**config.mk**
```make
export PLATFORM = sky130hd
export DESIGN_NAME = chk_exp_table
export DESIGN_NICKNAME = d
export VERILOG_FILES = /design/src/rtl/chk_exp_table.sv
export SDC_FILE = /design/constraint.sdc
export NUM_CORES = 1
export LEC_CHECK = 0
export BUFFER_PORTS_ARGS = -buffer_cell sky130_fd_sc_hd__buf_2
export CORE_AREA = 2 2 177 179
export DETAILED_ROUTE_END_ITERATION = 12
export DIE_AREA = 0 0 179 181
export GPL_ROUTABILITY_DRIVEN = 1
export GPL_TIMING_DRIVEN = 0
export PLACE_DENSITY = 0.85
export SYNTH_ARGS = -nofsm -noshare
export SYNTH_HDL_FRONTEND = slang
export SYNTH_SLANG_ARGS = --single-unit
```
**constraint.sdc**
```tcl
create_clock -name clk -period 14.59 [get_ports clk]
set_clock_uncertainty 0.15 [all_clocks]
set_input_delay 2.1885 -clock clk [delete_from_list [all_inputs] [get_ports clk]]
set_output_delay 2.1885 -clock clk [all_outputs]
set_load 0.005 [all_outputs]
```
**src/rtl/chk_exp_table.sv**
```systemverilog
// chk_exp_table: expected-write register file, one sync write port, one comb read port
module chk_exp_table #(
    parameter int DEPTH = 8,
    parameter int W = 64,
    localparam int IW = (DEPTH > 1) ? $clog2(DEPTH) : 1
) (
    input  logic          clk,
    input  logic          we,
    input  logic [IW-1:0] widx,
    input  logic [W-1:0]  wdata,
    input  logic [IW-1:0] ridx,
    output logic [W-1:0]  rdata
);
    logic [W-1:0] mem [DEPTH];

    always_ff @(posedge clk)
        if (we && int'(widx) < DEPTH) mem[widx] <= wdata;

    assign rdata = (int'(ridx) < DEPTH) ? mem[ridx] : '0;
endmodule

```
# ---- Yosys cells after proc, flatten, opt, wreduce, memory -nomap -nowiden
# Memories as Yosys holds them, arrays and structs flattened.
# Index checks and enable logic that the tools add are counted.
dict set report totals {
  inputBits 72
  memories 1
  rom_bits 0
  out_inout_bits 64
  register_bits 0
  latch_bits 0
  ramBits 512
}
dict set report op_classes {
  n_addsub 0
  n_mul 0
  n_eq_ne 0
  n_lt_le_gt_ge 0
  n_shift 0
  n_reduce_logical 0
  div_mod_pow 0
  muxes 2
  bitwise 0
}
# memory words width rd rd_clocked_by_memory_dff wr line_no
set memory_table {}
lappend memory_table {mem 8 64 1 0 1 14} ;# logic [W-1:0] mem [DEPTH];
# operator n
set op_table {}
lappend op_table {{$mux 1} 2}

# ---- Longest topological paths before layout
dict set report depth {
  ltp_word 2
  mapped_depth 4
  ltp_nobuf 2
}

# ---- Worst setup path before layout
# OpenSTA, ideal clock, no wires.
dict set report synth_path {
  path_kind {in2reg}
  startpoint {input widx[2]}
  endpoint {memory mem[0][0], enable pin}
  path_buffers 0
  setup_slack_ns 7.156
  setup_ns 0.565
  stages 2
  required_time_ns 13.875
  t_arrival_ns 6.719
  cell_sequence {nand2b_1 nor3_1}
}
# item line_no
set synth_rtl {}
lappend synth_rtl {{start: declaration} 9} ;# input logic [IW-1:0] widx,
lappend synth_rtl {{end: declaration} 14}
# Straight into the memory's write port.

# ---- Final worst setup path
dict set report layout_path {
  startpoint {input ridx[1]}
  endpoint {output rdata[28]}
}
dict set report layout_between {
  elab_chain_len 1
}
# item line_no
set layout_lines {}
lappend layout_lines {{start: declaration} 11} ;# input logic [IW-1:0] ridx,
lappend layout_lines {{$mem_v2 8x64} -}
lappend layout_lines {{end: declaration} 12} ;# output logic [W-1:0] rdata
# No other way between the ends.

==> impl_metrics.prom <==
# TYPE chip_impl_metric gauge
chip_impl_metric{name="cts-buffers-inserted",unit=""} 49
chip_impl_metric{name="detail_route.wl_per_cell",unit="um"} 27.61
chip_impl_metric{name="vdd.ir_drop.worst",unit="mV"} 0.1024
chip_impl_info{name="timing.critical_path.from_type",value="primary input"} 1
chip_impl_metric{name="final_sum_of_negative_setup_slack",unit="ps"} 0
chip_impl_metric{name="drive_above_1_share",unit="%"} 43.56
chip_impl_metric{name="synth.cell_area",unit="mm2"} 0.01927
chip_impl_metric{name="grt-ovfl-total",unit=""} 0
chip_impl_metric{name="max_cap_viol_count",unit=""} 0
chip_impl_info{name="worst_hold_startpoint",value="wdata[4]"} 1
chip_impl_metric{name="worst_slack",unit="ps"} 8116
chip_impl_metric{name="timing.critical_path.buf_inv",unit=""} 3
chip_impl_info{name="endpoint_kind",value="output pin"} 1
chip_impl_metric{name="netlist-cell-type-count",unit=""} 12
chip_impl_metric{name="groute.layer.met2.usage",unit="%"} 40.80
chip_impl_metric{name="dp_cells",unit=""} 1309
chip_impl_info{name="timing.critical_path.max_delay_family",value="buffers and inverters"} 1
chip_impl_info{name="top_regs",value="mem: 512 flops"} 1
chip_impl_info{name="standard_cell_with_the_maximum_stage_delay_on_the_critical_path",value="sky130_fd_sc_hd__clkbuf_1"} 1
chip_impl_metric{name="cts-htree-levels",unit=""} 2
chip_impl_metric{name="power_density",unit="mW/mm2"} 132.8
chip_impl_metric{name="power_switching_share",unit="%"} 20.18
chip_impl_metric{name="place.detailed.hpwl",unit="um"} 24100
chip_impl_metric{name="synth.yosys.seq_area_share",unit="%"} 79.80
chip_impl_metric{name="largest_reg_flops",unit=""} 512
chip_impl_metric{name="adder_and_majority_gate_portion_of_the_synthesized_area",unit="%"} 0
chip_impl_metric{name="tcrit_tclk_final",unit="%"} 44.37
chip_impl_metric{name="fin_util",unit="%"} 73.69
chip_impl_metric{name="hold_viol",unit=""} 0
chip_impl_info{name="unrepaired_setup_endpoints_after_global_routing",value="false"} 1
chip_impl_metric{name="post-cts-setup-buffer-count",unit=""} 0
chip_impl_metric{name="areaGrowthSynthToFinish",unit="%"} 16.08
chip_impl_metric{name="worstPathMaxFanout",unit=""} 10
chip_impl_info{name="synthDominantAreaCellType",value="sky130_fd_sc_hd__edfxtp_1"} 1
chip_impl_metric{name="place_worst_setup_slack",unit="ps"} 8180
chip_impl_metric{name="gp_routability_congestion",unit=""} 0.6987
chip_impl_metric{name="syn-num-nets",unit=""} 824
chip_impl_metric{name="routed_wirelength",unit="um"} 38520
chip_impl_metric{name="grt_usage",unit="%"} 24.75
chip_impl_metric{name="yosysWarningCount",unit=""} 0
chip_impl_info{name="root_buffer",value="sky130_fd_sc_hd__clkbuf_16"} 1
chip_impl_metric{name="first_pass_grt_wire_length",unit="um"} 57840
chip_impl_metric{name="syn-instance-count",unit=""} 752
chip_impl_metric{name="cts_sinks",unit=""} 512
chip_impl_metric{name="row_count",unit=""} 64
chip_impl_info{name="top_usage_layer",value="met2"} 1
chip_impl_metric{name="synth_xor_area_share",unit="%"} 0
chip_impl_metric{name="critPathArrivalTime",unit="ps"} 4140
chip_impl_metric{name="drtAntennaViolNets",unit=""} 0
chip_impl_metric{name="post-route-min-period",unit="ps"} 6474
chip_impl_metric{name="fin_cells",unit=""} 1395
chip_impl_info{name="critical_path_class",value="primary input to output pin"} 1
chip_impl_metric{name="finish.net_count",unit=""} 1036
chip_impl_metric{name="hold_buffers",unit=""} 0
chip_impl_metric{name="detailedRoute.firstPassIterationCount",unit=""} 5
chip_impl_metric{name="floorplan.die.height",unit="um"} 181
chip_impl_metric{name="grt_pass1_vias",unit=""} 9432
chip_impl_metric{name="max_clock_freq",unit="GHz"} 0.1545
chip_impl_metric{name="yosys-mux-area-fraction",unit="%"} 18.70
chip_impl_metric{name="part_of_the_power_in_registers",unit="%"} 56.6
chip_impl_info{name="cts_tree",value="yes"} 1
chip_impl_metric{name="use_met3",unit="%"} 5.261
chip_impl_metric{name="timing.max_slew.rel_slack",unit="%"} 30.08
chip_impl_metric{name="die_area",unit="mm2"} 0.03240
chip_impl_metric{name="power_leakage",unit="nW"} 7.271
chip_impl_metric{name="compound_cell_area_share_of_the_yosys_netlist",unit="%"} 0
chip_impl_metric{name="timing.final.max_slew_violations",unit=""} 0
chip_impl_metric{name="power_frac_clock",unit="%"} 37.1
chip_impl_metric{name="portBuffers",unit=""} 132
chip_impl_metric{name="syn_area_per_cell",unit="um2"} 25.62
chip_impl_metric{name="ioPinCount",unit=""} 136
chip_impl_metric{name="die_width",unit="um"} 179
chip_impl_metric{name="fp.coreArea",unit="mm2"} 0.03035
chip_impl_metric{name="max_stage_delay",unit="ps"} 690
chip_impl_info{name="hp-class",value="primary input to flop"} 1
chip_impl_info{name="run_status",value="complete, no violations"} 1
chip_impl_info{name="hold_path_end",value="mem[1][4]$_DFFE_PP_"} 1
chip_impl_metric{name="yosys.area.top_type_share",unit="%"} 79.80
chip_impl_metric{name="setup_violations",unit=""} 0
chip_impl_metric{name="switchingPower",unit="mW"} 0.5993
chip_impl_metric{name="timing_worst_slew_pin_value",unit="ps"} 1043
chip_impl_metric{name="route.detailed.drc",unit=""} 0
chip_impl_metric{name="grt_max_degree",unit=""} 28
chip_impl_metric{name="cts_resized",unit=""} 0
chip_impl_info{name="top_area_cells_in_the_synthesized_netlist",value="sky130_fd_sc_hd__edfxtp_1 80%, sky130_fd_sc_hd__mux4_2 15%, sky130_fd_sc_hd__mux2_2 3.7%"} 1
chip_impl_metric{name="global_route.usage.met1",unit="%"} 34.59
chip_impl_metric{name="required_time_reported_for_the_critical_path_endpoint",unit="ps"} 12250
chip_impl_metric{name="power.internal",unit="mW"} 2.370
chip_impl_metric{name="critical_path_depth",unit=""} 4
chip_impl_metric{name="vias_post_dr",unit=""} 8834
chip_impl_metric{name="post_drt_via_cell_ratio",unit=""} 6.333
chip_impl_metric{name="yosys.area_share.simple",unit="%"} 0.3052
chip_impl_metric{name="min_path_cells",unit=""} 1
chip_impl_metric{name="path_clk_slew",unit="ps"} 60
chip_impl_metric{name="floorplan.initialDensity",unit="%"} 63.48
chip_impl_info{name="max_flop_register",value="mem"} 1
chip_impl_info{name="crit_path_cell_trace",value="buf_1 -> clkbuf_1 -> mux2_2 -> buf_2"} 1
chip_impl_info{name="main_combinational_cell_family_by_area_after_synthesis",value="multiplexers"} 1
chip_impl_metric{name="p_comb_share",unit="%"} 6.3
chip_impl_metric{name="antenna_found_initial",unit=""} 5
chip_impl_metric{name="initialDrtViolationCount",unit=""} 818
chip_impl_metric{name="ctsLongestPathBuffers",unit=""} 3
chip_impl_metric{name="synth-seq-cells",unit=""} 512
per-layer routing:
metal / part of all wire, % / routed length [um]
met5: 0.070 / 27
met4: 1.9 / 737
met3: 8.4 / 3238
met2: 51 / 19810
met1: 38 / 14710
cells in the mapped netlist:
cell type / instances
sky130_fd_sc_hd__mux4_2: 128
sky130_fd_sc_hd__edfxtp_1: 512
sky130_fd_sc_hd__nand2b_1: 3
sky130_fd_sc_hd__buf_1: 9
sky130_fd_sc_hd__nor2_1: 6
sky130_fd_sc_hd__mux2_2: 64
sky130_fd_sc_hd__clkbuf_1: 9
sky130_fd_sc_hd__buf_2: 3
sky130_fd_sc_hd__nand2_1: 2
sky130_fd_sc_hd__buf_4: 3
sky130_fd_sc_hd__buf_6: 11
sky130_fd_sc_hd__nor3_1: 2
cell families (layout without fill, tap and decap cells):
logic type,Yosys count,after routing
DFF,512,512
muxes,192,192
buffers and inverters,35,277
and+or+nand+nor,13,13
other,0,5
power by group through the flow:
stage	registers (mW)	logic, mW	clock network (mW)
3_3_place_gp	1.71	0.171	0
3_5_place_dp	1.71	0.188	0
5_1_grt	1.68	0.202	1.17
4_1_cts	1.68	0.190	1.12
2_1_floorplan	1.71	0.103	0
6_report	1.68	0.187	1.10
placed cells by master (no fill, tap or decap), types with 7 or more instances in the layout:
cell                          n
sky130_fd_sc_hd__buf_1        9
sky130_fd_sc_hd__buf_6       21
sky130_fd_sc_hd__clkbuf_1    21
sky130_fd_sc_hd__buf_16       7
sky130_fd_sc_hd__clkinv_1    14
sky130_fd_sc_hd__buf_12       8
sky130_fd_sc_hd__edfxtp_1   512
sky130_fd_sc_hd__mux2_2      64
sky130_fd_sc_hd__buf_2      135
sky130_fd_sc_hd__mux4_2     128
sky130_fd_sc_hd__clkbuf_16   49
cell type report:
class	instances	area, um2
antenna	5	12.51
buffer	35	229.0
clock buffer	61	1271
clock inverter	20	85.08
fill	1635	7985
multi-input combinational	205	3717
sequential	512	15370
tap	396	495.5
timing repair buffer	161	1179
through the flow:
step	instance area (um2)	power, mW	hold slack [ps]
after floorplan	19270	1.812	2137
after global placement	20420	1.883	2298
after detailed placement	21000	1.900	2310
after CTS	22350	2.989	1744
after global routing	22360	3.058	1759
final	22360	2.969	1765
how the worst max path moves through the flow:
| stage | from | endpoint |
|---|---|---|
| floorplan | widx[2] | mem[0][0]$_DFFE_PP_ |
| global placement | widx[2] | mem[0][47]$_DFFE_PP_ |
| finish | ridx[1] | rdata[28] |
| CTS | ridx[1] | rdata[28] |
| global route | ridx[1] | rdata[28] |
| detailed placement | ridx[1] | rdata[28] |
Note: power is estimated with default switching activity, not from simulation.
